### src/rtl/display_pkg.sv
// Shared framebuffer geometry, row-loader command byte and loader state encoding.
// Used by the UART row loader, the framebuffer and the row scanner.
package display_pkg;

  localparam int FB_ROW_BYTES       = 256;
  localparam int FB_ROW_BYTES_WIDTH = 8;
  localparam int FB_ROWS            = 16;
  localparam int FB_ROW_ADDR_WIDTH  = 4;
  localparam int FB_ADDR_WIDTH      = FB_ROW_ADDR_WIDTH + FB_ROW_BYTES_WIDTH;

  localparam logic [7:0] LOADER_CMD_LOAD      = 8'h4C;
  localparam int         LOADER_TIMEOUT_TICKS = 10000;
  localparam int         LOADER_TIMEOUT_WIDTH = 20;

  typedef enum logic [2:0] {
    LD_IDLE,
    LD_ROW,
    LD_DATA,
    LD_DISCARD,
    LD_CSUM
  } loader_state_t;

endpackage

### src/rtl/uart_row_loader_timeout_counter.sv
// Inactivity counter: clears on 'clear' or when not running; tc is high for one cycle at TICKS-1.
// Latency: tc is combinational from the count register; no backpressure.
module timeout_counter #(
  parameter int WIDTH = 20,
  parameter int TICKS = 10000
) (
  input  logic clk_in,
  input  logic reset,
  input  logic run,
  input  logic clear,
  output logic tc
);

  localparam logic [WIDTH-1:0] LAST = WIDTH'(TICKS - 1);

  logic [WIDTH-1:0] count_q, count_d;

  // A clear in the terminal cycle suppresses the expiry.
  assign tc = run && !clear && (count_q == LAST);

  always_comb begin
    count_d = count_q + WIDTH'(1);
    if (!run || clear || tc) begin
      count_d = '0;
    end
  end

  always_ff @(posedge clk_in or negedge reset) begin
    if (!reset) begin
      count_q <= '0;
    end else begin
      count_q <= count_d;
    end
  end

endmodule

### src/rtl/uart_row_loader.sv
// Parses 'L', row, ROW_BYTES payload, XOR checksum from UART bytes into framebuffer writes.
// Latency: one cycle from rx_valid to wr_en/row_done; no backpressure, a byte is accepted every cycle.
module uart_row_loader
  import display_pkg::*;
#(
  parameter int         ROW_BYTES       = FB_ROW_BYTES,
  parameter int         ROW_BYTES_WIDTH = FB_ROW_BYTES_WIDTH,
  parameter int         ROWS            = FB_ROWS,
  parameter int         ROW_ADDR_WIDTH  = FB_ROW_ADDR_WIDTH,
  parameter logic [7:0] CMD_LOAD        = LOADER_CMD_LOAD,
  parameter int         TIMEOUT_TICKS   = LOADER_TIMEOUT_TICKS,
  parameter int         TIMEOUT_WIDTH   = LOADER_TIMEOUT_WIDTH
) (
  input  logic                                      clk_in,
  input  logic                                      reset,
  input  logic [7:0]                                rx_data,
  input  logic                                      rx_valid,
  output logic [ROW_ADDR_WIDTH+ROW_BYTES_WIDTH-1:0] wr_addr,
  output logic [7:0]                                wr_data,
  output logic                                      wr_en,
  output logic                                      row_done,
  output logic [ROW_ADDR_WIDTH-1:0]                 row_addr_out,
  output logic                                      csum_ok,
  output logic                                      frame_error,
  output logic                                      busy
);

  localparam int                         AW        = ROW_ADDR_WIDTH + ROW_BYTES_WIDTH;
  localparam logic [ROW_BYTES_WIDTH-1:0] IDX_LAST  = ROW_BYTES_WIDTH'(ROW_BYTES - 1);
  localparam logic [8:0]                 ROW_LIMIT = 9'(ROWS);

  loader_state_t             state_q, state_d;
  logic [ROW_ADDR_WIDTH-1:0] row_q, row_d;
  logic [ROW_BYTES_WIDTH-1:0] idx_q, idx_d;
  logic [7:0]                csum_q, csum_d;
  logic                      discard_q, discard_d;
  logic                      wr_en_q, wr_en_d;
  logic [AW-1:0]             wr_addr_q, wr_addr_d;
  logic [7:0]                wr_data_q, wr_data_d;
  logic                      row_done_q, row_done_d;
  logic [ROW_ADDR_WIDTH-1:0] row_addr_out_q, row_addr_out_d;
  logic                      csum_ok_q, csum_ok_d;
  logic                      frame_error_q, frame_error_d;
  logic                      busy_q, busy_d;

  logic tmo_run;
  logic tmo_tc;

  assign tmo_run = (state_q != LD_IDLE);

  timeout_counter #(
    .WIDTH (TIMEOUT_WIDTH),
    .TICKS (TIMEOUT_TICKS)
  ) u_timeout (
    .clk_in (clk_in),
    .reset  (reset),
    .run    (tmo_run),
    .clear  (rx_valid),
    .tc     (tmo_tc)
  );

  always_comb begin
    state_d        = state_q;
    row_d          = row_q;
    idx_d          = idx_q;
    csum_d         = csum_q;
    discard_d      = discard_q;
    wr_en_d        = 1'b0;
    wr_addr_d      = wr_addr_q;
    wr_data_d      = wr_data_q;
    row_done_d     = 1'b0;
    row_addr_out_d = row_addr_out_q;
    csum_ok_d      = csum_ok_q;
    frame_error_d  = 1'b0;

    case (state_q)
      LD_IDLE: begin
        if (rx_valid && (rx_data == CMD_LOAD)) begin
          csum_d  = 8'h00;
          state_d = LD_ROW;
        end
      end
      LD_ROW: begin
        if (rx_valid) begin
          idx_d = '0;
          if ({1'b0, rx_data} < ROW_LIMIT) begin
            row_d     = rx_data[ROW_ADDR_WIDTH-1:0];
            discard_d = 1'b0;
            state_d   = LD_DATA;
          end else begin
            frame_error_d = 1'b1;
            discard_d     = 1'b1;
            state_d       = LD_DISCARD;
          end
        end
      end
      LD_DATA: begin
        if (rx_valid) begin
          wr_en_d   = 1'b1;
          wr_addr_d = {row_q, idx_q};
          wr_data_d = rx_data;
          csum_d    = csum_q ^ rx_data;
          idx_d     = idx_q + ROW_BYTES_WIDTH'(1);
          if (idx_q == IDX_LAST) begin
            state_d = LD_CSUM;
          end
        end
      end
      LD_DISCARD: begin
        // Swallow a full payload so the next 'L' lands on a real frame boundary.
        if (rx_valid) begin
          idx_d = idx_q + ROW_BYTES_WIDTH'(1);
          if (idx_q == IDX_LAST) begin
            state_d = LD_CSUM;
          end
        end
      end
      LD_CSUM: begin
        if (rx_valid) begin
          state_d = LD_IDLE;
          if (discard_q) begin
            csum_ok_d = 1'b0;
          end else begin
            row_done_d     = 1'b1;
            csum_ok_d      = (csum_q == rx_data);
            row_addr_out_d = row_q;
          end
        end
      end
      default: begin
        state_d = LD_IDLE;
      end
    endcase

    if (tmo_tc) begin
      frame_error_d = 1'b1;
      state_d       = LD_IDLE;
    end

    busy_d = (state_d != LD_IDLE);
  end

  always_ff @(posedge clk_in or negedge reset) begin
    if (!reset) begin
      state_q        <= LD_IDLE;
      row_q          <= '0;
      idx_q          <= '0;
      csum_q         <= 8'h00;
      discard_q      <= 1'b0;
      wr_en_q        <= 1'b0;
      wr_addr_q      <= '0;
      wr_data_q      <= 8'h00;
      row_done_q     <= 1'b0;
      row_addr_out_q <= '0;
      csum_ok_q      <= 1'b0;
      frame_error_q  <= 1'b0;
      busy_q         <= 1'b0;
    end else begin
      state_q        <= state_d;
      row_q          <= row_d;
      idx_q          <= idx_d;
      csum_q         <= csum_d;
      discard_q      <= discard_d;
      wr_en_q        <= wr_en_d;
      wr_addr_q      <= wr_addr_d;
      wr_data_q      <= wr_data_d;
      row_done_q     <= row_done_d;
      row_addr_out_q <= row_addr_out_d;
      csum_ok_q      <= csum_ok_d;
      frame_error_q  <= frame_error_d;
      busy_q         <= busy_d;
    end
  end

  assign wr_en        = wr_en_q;
  assign wr_addr      = wr_addr_q;
  assign wr_data      = wr_data_q;
  assign row_done     = row_done_q;
  assign row_addr_out = row_addr_out_q;
  assign csum_ok      = csum_ok_q;
  assign frame_error  = frame_error_q;
  assign busy         = busy_q;

endmodule

### config.mk
export PLATFORM = sky130hd
export DESIGN_NAME = uart_row_loader
export DESIGN_NICKNAME = d
export VERILOG_FILES = /design/src/rtl/display_pkg.sv /design/src/rtl/uart_row_loader_timeout_counter.sv /design/src/rtl/uart_row_loader.sv
export SDC_FILE = /design/constraint.sdc
export NUM_CORES = 1
export LEC_CHECK = 0
export ABC_AREA = 1
export BUFFER_PORTS_ARGS = -buffer_cell sky130_fd_sc_hd__buf_2
export CAP_MARGIN = 5
export CORE_ASPECT_RATIO = 1.25
export CORE_UTILIZATION = 52
export CTS_CLUSTER_SIZE = 16
export DETAILED_ROUTE_END_ITERATION = 8
export GPL_ROUTABILITY_DRIVEN = 0
export PLACE_DENSITY_LB_ADDON = 0.15
export SLEW_MARGIN = 20
export SYNTH_ARGS = -nofsm -noshare
export SYNTH_HDL_FRONTEND = slang
export SYNTH_SLANG_ARGS = --single-unit
### constraint.sdc
create_clock -name clk_in -period 1.5 [get_ports clk_in]
set_input_delay 0.075 -clock clk_in [delete_from_list [all_inputs] [get_ports clk_in]]
set_output_delay 0.075 -clock clk_in [all_outputs]
set_load 0.02 [all_outputs]
==> Yosys cells after proc, flatten, opt, wreduce, memory -nomap -nowiden <==
Cells that the tools add are included.
W data, S select, Z words.
{ "word_totals": {"reg_bits": 73} }
{ "op_classes": {"addsub": 2, "n_lt_le_gt_ge": 1, "eq_ne": 12, "muxes": 25, "bitwise": 2, "n_reduce_logical": 20} }
{ "ops": {"columns": ["operator", "n"], "rows": [
  ["$mux W8", 4],
  ["$pmux W8 S2", 2],
  ["$add A20 B1 Y20 const B", 1],
  ["$eq A20 B14 Y1 const B", 1],
  ["$mux W20", 1],
  ["$mux W3", 6],
  ["$pmux W3 S4", 1],
  ["$reduce_and A3 Y1", 4],
  ["$mux W1", 11],
  ["$add A8 B1 Y8 const B", 1],
  ["$eq A8 B7 Y1 const B", 1],
  ["$eq A8 B8 Y1", 1],
  ["$eq A8 B8 Y1 const B", 1],
  ["$lt A8 B5 Y1 const B", 1],
  ["$xor A8 B8 Y8", 1],
  ["$eq A3 B2 Y1 const B", 2],
  ["$ne A2 B2 Y1 const B", 3],
  ["$reduce_and A2 Y1", 3],
  ["$reduce_bool A3 Y1", 2],
  ["$reduce_bool A2 Y1", 2],
  ["$eq A3 B1 Y1 const B", 1],
  ["$eq A3 B3 Y1 const B", 1],
  ["$logic_and A1 B1 Y1", 3],
  ["$logic_not A3 Y1", 1],
  ["5 further kinds", 7]
]} }

==> Logic depth before layout (Yosys ltp) <==
Gate-level depths: netlist of run 1.
{ "logic_depth": {"word_depth": 6, "depth_mapped": 9, "ltp_nobuf": 9} }

==> By module <==
From an unflattened synthesis of run 1, not the netlist that was laid out.
{ "hier_totals": {"cells_unflattened": 426, "area_unflattened_um2": 3652.3} }
{ "by_module_without_submodules": {"columns": ["mod", "instances", "cells_per_inst", "area_each_um2", "seq_area_each_um2"], "rows": [
  ["uart_row_loader", 1, 272, 2466.1, 1326.3],
  ["timeout_counter", 1, 154, 1186.1, 500.5]
]} }

==> Worst setup path after synthesis of run 1 <==
No wires, ideal clock.
{ "synth_path": {"kind": "register to register", "startpoint": "register u_timeout.count_q[0]", "endpoint": "register u_timeout.count_q[16]", "setup_time_ns": 0.117, "arrival_ns": 1.317, "required_ns": 1.383, "slack_ns": 0.066, "path_stages_with_launch": 8, "synth_period_minus_slack_ns": 1.434, "path_cell_list": "dfrtp_1 > ha_1 > nand3_1 > inv_1 > nand3_1 > nand2_2 > buf_4 > nor2_1"} }
{ "synth_via": {"elab_chain_len": 4, "elab_cells_between_ends": 5, "classes_between": "add/sub (1); eq/ne (1); mux (1); reduce/logical (2)"} }
{ "synth_lines": {"columns": ["item", "line", "source"], "rows": [
  ["start, declared", "uart_row_loader_timeout_counter.sv:16", "logic [WIDTH-1:0] count_q, count_d;"],
  ["start signal, assigned", "uart_row_loader_timeout_counter.sv:32", "count_q <= count_d;"],
  ["parallel branches: the longest is 3 deep, another holds $add A20 B1 Y20", null, null],
  ["$mux W20 (*)", "uart_row_loader_timeout_counter.sv:23", "if (!run || clear || tc) begin"],
  ["named net u_timeout.count_d[16]", "uart_row_loader_timeout_counter.sv:16", null]
]} }
Mark *: on every way through the listed nets, which the timed path passes.
A chain may end at the register's enable or synchronous reset.

==> Worst setup path in the final report of run 1 <==
{ "layout_path": {"startpoint": "register state_q[0]", "endpoint": "register row_addr_out_q[2], in the netlist row_addr_out[2]"} }
{ "layout_via": {"elab_chain_len": 2} }
{ "layout_lines": {"columns": ["item", "line", "source"], "rows": [
  ["start, declared", "uart_row_loader.sv:32", "loader_state_t state_q, state_d;"],
  ["start signal, assigned", "uart_row_loader.sv:159", "state_q <= state_d;"],
  ["$eq A3 B3 Y1", "uart_row_loader.sv:76", "case (state_q)"],
  ["$reduce_and A3 Y1 (no line)", null, null],
  ["end signal, assigned", "uart_row_loader.sv:168", "row_addr_out_q <= row_addr_out_d;"],
  ["end, declared", "uart_row_loader.sv:41", "logic [ROW_ADDR_WIDTH-1:0] row_addr_out_q, row_addr_out_d;"]
]} }
Every way passes these cells.

==> results of run 1 <==
[final cells by class]
class / count / area [um^2]
tap: 87 / 109
timing repair buffer: 59 / 390
sequential: 73 / 1830
fill: 589 / 2360
clock inverter: 5 / 56.3
clock buffer: 11 / 131
multi-input combinational: 304 / 1530
inverter: 44 / 165
[cells in the mapped netlist]
cell,instances
a21oi_1,3
a21oi_2,1
a31oi_1,1
buf_2,1
buf_4,1
buf_6,4
clkbuf_1,2
dfrtp_1,73
ha_1,2
inv_1,44
nand2_1,118
nand2_2,2
nand2_4,1
nand3_1,37
nand3b_1,6
nand4_1,5
nor2_1,63
nor2_4,1
nor3_1,7
nor3_4,1
nor3b_1,1
o21ai_0,16
o21ai_1,7
o21ai_2,10
xnor2_1,9
xor2_1,12
[worst max-delay path, stage by stage, from the launching register on]
cell     delay, ns
dfrtp_2       0.44
inv_1         0.09
nand2_1       0.10
nor2_1        0.18
nand2_2       0.11
nor2_4        0.11
inv_1         0.11
nand2_1       0.08
o21ai_0       0.07
[cell families (layout without fill, tap and decap cells)]
logic type / count (synthesis) / count (layout) / synth area share, %
XOR/XNOR: 21 / 21 / 5.21
buffers and inverters: 52 / 119 / 6.52
flip-flops: 73 / 73 / 51.7
AO/OA/AOI/OAI: 38 / 38 / 6.59
adder cells (fa/ha/maj): 2 / 2 / 0.708
AND/OR/NAND/NOR: 242 / 243 / 29.3
[cells in the final DEF (no fill, tap or decap), types with 3 or more instances in the layout]
| cell type | instances |
|---|---|
| a21oi_1 | 3 |
| buf_2 | 38 |
| xor2_1 | 12 |
| nand2_1 | 117 |
| nand3_1 | 34 |
| xnor2_1 | 9 |
| buf_12 | 3 |
| o21ai_2 | 10 |
| o21ai_0 | 16 |
| clkbuf_8 | 9 |
| nand3_2 | 3 |
| inv_1 | 43 |
| dfrtp_1 | 71 |
| o21ai_1 | 7 |
| nand3b_1 | 6 |
| nand4_1 | 5 |
| nor2_1 | 60 |
| nand2_2 | 4 |
| buf_4 | 16 |
| nor3_1 | 5 |
[power groups by stage]
stage,Combinational (mW),Clock [mW],Sequential [mW]
4_1_cts,2.23,1.53,2.72
2_1_floorplan,1.22,0,3.00
3_5_place_dp,2.22,0,2.76
5_1_grt,2.48,1.62,2.78
3_3_place_gp,2.17,0,2.74
6_report,2.24,1.51,2.72
[timing repair]
action                                  in CTS  in global routing
endpoints found under the setup margin       0                 38
gates resized for setup                      0                 15
hold endpoints to repair                    74                  0
hold buffers                                 2                  0
buffers inserted                             0                  2
[how the worst min path moves through the flow]
stage	start	endpoint	slack, ns
2_1_floorplan	reset	busy	-0.22
3_3_place_gp	reset	u_timeout.count_q[3]	-0.07
3_5_place_dp	reset	u_timeout.count_q[3]	-0.06
4_1_cts	rx_data[4]	wr_data[4]	0.006
5_1_grt	rx_data[4]	wr_data[4]	0.03
6_report	rx_data[4]	wr_data[4]	0.009
[flip-flops by register name (all words and copies together), names as in the netlist, 3 cells and up]
name,cells
row_q,4
row_addr_out,4
idx_q,8
u_timeout.count_q,20
csum_q,8
wr_addr,12
wr_data,8
state_q,3
[through the flow]
step / setup WS (ns) / utilization, % / setup TNS (ns) / instances / instance area [um^2]
6_report: 0.0974 / 64.1 / 0 / 583 / 4210
5_1_grt: -0.0527 / 64.1 / -0.171 / 583 / 4210
4_1_cts: 0.0572 / 63.1 / 0 / 580 / 4140
3_5_place_dp: 0.0644 / 59.9 / 0 / 562 / 3930
3_3_place_gp: 0.0981 / 59.9 / 0 / 562 / 3930
2_1_floorplan: 0.0656 / - / 0 / 428 / 3530
[per-layer routing]
metal | global-route usage [%] | wire length (um)
met1 | 31.1 | 3550
met2 | 38.8 | 3970
met3 | 3.86 | 242
met4 | 13.0 | 187
met5 | 0 | 0
==> impl_metrics.tcl, run 1 <==
set metrics [dict create \
    status "finished clean" \
    fin_worst_skew_ns 0.00863 \
    hold_depth 3 \
    worst_pin_slew_ns 0.336 \
    clock_path_buffers 2 \
    htree_levels 3 \
    arrival_ns 1.64 \
    coreArea_mm2 0.00657 \
    setup_viol 0 \
    fin_crit_ns 1.40 \
    switching_power_mw 2.44 \
    setup.worst_path.end_class "register" \
    fmax_mhz 713 \
    antenna_found_initial 0 \
    ios 40 \
    syn-mean-instance-area_um2 8.26 \
    drive_gt1_share_pct 20.4 \
    internal_power_mw 4.03 \
    hold_viol_final 0 \
    cts_tree "yes" \
    yosysTopAreaCell "dfrtp_1" \
    ys_seq_area_share_pct 51.7 \
    p_seq_share_pct 42.1 \
    drv_cap 0 \
    maxSlewHeadroom_pct 77.5 \
    routed_via_density 5.12 \
    syn_nets 441 \
    vias 2986 \
    grt_max_degree 39 \
    rsz0062_at_grt "true" \
    crit_start "state_q[0]" \
    clockPowerShare_pct 23.3 \
    grt_first_pass_wirelength_mm 12.8 \
    grt_pass1_vias 2800 \
    cts_sinks 73 \
    initial_core_util_pct 53.8 \
    rows 33 \
    peakVddDrop_v 0.000942 \
    crit_required_ns 1.74 \
    area_growth_syn_to_layout_pct 19.1 \
    p_comb_share_pct 34.7 \
    die_w_um 75.7 \
    hpwl_mm 5.80 \
    cp-endpoint "row_addr_out[2]" \
    nNetsFinal 504 \
    hold_path_class "in2reg" \
    setup.reg_to_reg.worst_slack_ns 0.1 \
    wl_mm 7.94 \
    drt_iter0_drc 186 \
    grt_overflow 0 \
    ys_warn_count 0 \
    clock_latency_ns 0.35 \
    r2r-start "state_q[0]" \
    reg2reg_depth 8 \
    fin_crit_sh_pct 93.5 \
    synth_cells 428 \
    grt.total_usage_pct 24.3 \
    ys_seq_elements 73 \
    swShare_pct 37.7 \
    cts_buffers 9 \
    clk_pin_slew_ns 0.08 \
    die_h_um 94.2 \
    power_density_mw_per_mm2 1540 \
    post_drt_wl_per_cell_um 13.6 \
    synth_top_area_share_pct 51.7 \
    drcViolationCount 0 \
    power_mw 6.47 \
    r2r_end "row_addr_out[2]" \
    crit_path_max_fanout 8 \
    ant_nets 0 \
    leakage_nw 2.06 \
    start_kind "register" \
    io_buffers 39 \
    whs_ns 0.00934 \
    antenna_cells 0 \
    ys_types 26 \
    synthTopCellsByArea "dfrtp_1 52%, nand2_1 13%, nor2_1 6.7%" \
    first_pass_iters 4 \
    dieArea_mm2 0.00713 \
    path_class "reg2reg" \
    syn-cell-area_mm2 0.00353 \
    clockRootBuffer "clkbuf_8" \
    slew_viol_final 0 \
]
(Power assumes the default switching activity.)
==> run 2, diff against run 1 <==
Settings changed: CORE_UTILIZATION 52 to 53, PLACE_DENSITY_LB_ADDON 0.15 to 0.1, SKIP_CTS_REPAIR_TIMING set to 1, SYNTH_HIERARCHICAL set to 1.
==> run 2 against run 1 <==
Effect of this change:
- design area grew 6.4%
- global-route usage decreased by 0.83 points
- hold slack got worse by 0.026 ns
- cell count increased by 2.2%
- register-to-register slack worse by 0.05 ns
- the flow now finishes with violations (negative hold slack)
==> impl_metrics.tcl, run 2 <==
set metrics [dict create \
    status "complete, but fails checks" \
    violations "negative hold slack" \
    async_flop_share_pct 100 \
    clk_pin_slew_ns 0.08 \
    internal_power_mw 4.18 \
    syn-mean-instance-area_um2 8.57 \
    syn-cell-area_mm2 0.00365 \
    final_cell_mix "99 x nand2_1, 72 x dfrtp_1, 41 x inv_1, 40 x nor2_1, 39 x buf_2" \
    top_register "u_timeout/count_q" \
    clockRootBuffer "clkbuf_8" \
    largest_reg_flops 20 \
    vias 2983 \
    ys_warn_count 6 \
    drt_iter0_drc 213 \
    reg2reg_depth 8 \
    path_class "reg2reg" \
    first_pass_iters 4 \
    grt_first_pass_wirelength_mm 13.2 \
    path_cells "ha_4 > nand3_2 > nor2_4 > nand3_4 > nor3_4 > inv_2 > nand2_2 > nand2_1" \
    synth_cells 426 \
    hpwl_mm 5.46 \
    min_to "wr_data[4]" \
    fmax_mhz 689 \
    yosysMostFrequentCell "nand2_1" \
    place_inst 569 \
    hold_start "rx_data[4]" \
    critPathMaxStageDelay_ns 0.40 \
    antenna_cells 0 \
    synth_xor_area_share_pct 4.80 \
    ant_nets 0 \
    ys_seq_elements 73 \
    fin_util_pct 67.8 \
    crit_path_max_fanout 3 \
    hold_path_class "in2reg" \
    die_h_um 94.8 \
    fin_worst_skew_ns 0.00653 \
    crit_start "u_timeout/count_q[1]" \
    final_area_mm2 0.00448 \
    maxSlewHeadroom_pct 72.3 \
    nNetsFinal 517 \
    ys_types 28 \
    clock_latency_ns 0.34 \
    grt_overflow 0 \
    synth-adder-area-share_pct 0.685 \
    antenna_found_initial 0 \
    dieArea_mm2 0.00723 \
    drive_gt1_share_pct 31.4 \
    instances_no_fill 596 \
    arrival_ns 1.68 \
    setup_viol 0 \
    yosysTopAreaCell "dfrtp_1" \
    rsz0062_at_grt "true" \
    rows 33 \
    htree_levels 3 \
    slew_viol_final 0 \
    drcViolationCount 0 \
    grt.total_usage_pct 23.5 \
    cp_top_family "simple AND/OR/NAND/NOR gates" \
    ys_seq_area_share_pct 50.0 \
    cts_buffers 9 \
    cts_tree "yes" \
    syn_nets 439 \
    r2r_end "busy" \
    mostFrequentLayoutCell "nand2_1" \
    p_seq_share_pct 41.5 \
    grt_max_degree 74 \
    peakVddDrop_v 0.00114 \
    synth_top_family_by_area "simple AND/OR/NAND/NOR gates" \
    power_density_mw_per_mm2 1500 \
    synth.cells.most_frequent "102 x nand2_1, 73 x dfrtp_1, 46 x nor2_1" \
    critPathSlowestCell "dfrtp_1" \
    synth_simple_gate_area_share_pct 29.5 \
    grt_pass1_vias 2894 \
    routed_via_density 5.01 \
    synthMuxAreaShare_pct 0 \
    synth_top_area_share_pct 50.0 \
    coreArea_mm2 0.00661 \
    r2r-start "u_timeout/count_q[1]" \
    initial_core_util_pct 55.3 \
    fin_crit_ns 1.45 \
    whs_ns -0.0165 \
    hold_viol_final 1 \
    switching_power_mw 2.52 \
    io_buffers 39 \
    clock_path_buffers 2 \
    cts_sinks 73 \
    post_drt_wl_per_cell_um 13.1 \
    dpl_cell_area_mm2 0.00409 \
    start_kind "register" \
    synth_edf_count 0 \
    ios 40 \
    synthTopCellsByArea "dfrtp_1 50%, nand2_1 10%, nor2_1 4.7%" \
    setup.worst_path.end_class "register" \
    clockPowerShare_pct 23.8 \
    drv_cap 0 \
    die_w_um 76.3 \
    wl_mm 7.80 \
    area_growth_syn_to_layout_pct 22.6 \
    fin_crit_sh_pct 96.7 \
    swShare_pct 37.6 \
    p_comb_share_pct 34.7 \
    synth_ff_type "dfrtp_1" \
    synth_compound_area_share_pct 7.91 \
    leakage_nw 2.20 \
    hold_depth 3 \
    crit_required_ns 1.73 \
    critPathBufInv 1 \
    setup.reg_to_reg.worst_slack_ns 0.05 \
    worst_pin_slew_ns 0.416 \
]
-- run 2: changes by cell type after synthesis, moves of 4 or more --
cell,delta
inv_2,+4
nand2_1,-16
nand2_2,+7
nand3_1,-5
nand3b_1,+4
nor2_1,-17
nor2_2,+16
o21ai_2,+7
-- run 2: cells by family after synthesis --
group | after synthesis
adder cells (fa/ha/maj) | 2
AO/OA/AOI/OAI | 44
XOR/XNOR | 20
AND/OR/NAND/NOR | 231
buffers and inverters | 56
flip-flops | 73
-- run 2: final cells by class --
type	instances	area (um^2)
Timing Repair Buffer	74	488
Sequential cell	73	1830
Clock buffer	12	155
Fill cell	569	2130
Multi-Input combinational cell	297	1660
Inverter	49	184
Tap cell	87	109
Clock inverter	4	51.3
-- run 2: metrics by stage --
step | setup slack (ns) | hold WS [ns] | setup TNS, ns | total power [mW]
floorplan | 0.0648 | -0.221 | 0 | 4.42
global placement | 0.0434 | 0.135 | 0 | 5.00
detailed placement | -0.0319 | 0.137 | -0.0348 | 5.06
CTS | -0.0545 | -0.250 | -0.0816 | 6.68
global route | -0.0614 | 0.00494 | -0.112 | 7.17
finish | 0.0488 | -0.0165 | 0 | 6.70
-- run 2: tightest hold or removal path, delay by kind of cell --
family	cells	cell delay, ns
simple gates	2	0.11
buf+inv	1	0.11
-- run 2: worst max-delay path by stage --
| stage | end | slack (ns) | cells after the start |
|---|---|---|---|
| after floorplan | busy | 0.06 | 8 |
| after global placement | busy | 0.04 | 8 |
| after detailed placement | busy | -0.03 | 8 |
| after CTS | busy | -0.05 | 8 |
| after global routing | busy | -0.06 | 9 |
| final | busy | 0.05 | 8 |
-- run 2: routing by layer --
layer  part of all wire (%)  vias up  GRT usage [%]
met4                   0.50        0           7.85
met1                     46     1419           29.4
met5                      0        -              0
li1                       -     1511              -
met2                     51       46           40.4
met3                    3.0        7           5.12
-- run 2: power groups by stage --
stage / sequential (mW) / clock [mW] / combinational, mW
after floorplan: 3.07 / 0 / 1.35
after global placement: 2.79 / 0 / 2.20
after detailed placement: 2.81 / 0 / 2.25
after CTS: 2.78 / 1.64 / 2.26
after global routing: 2.84 / 1.72 / 2.60
final: 2.78 / 1.59 / 2.32
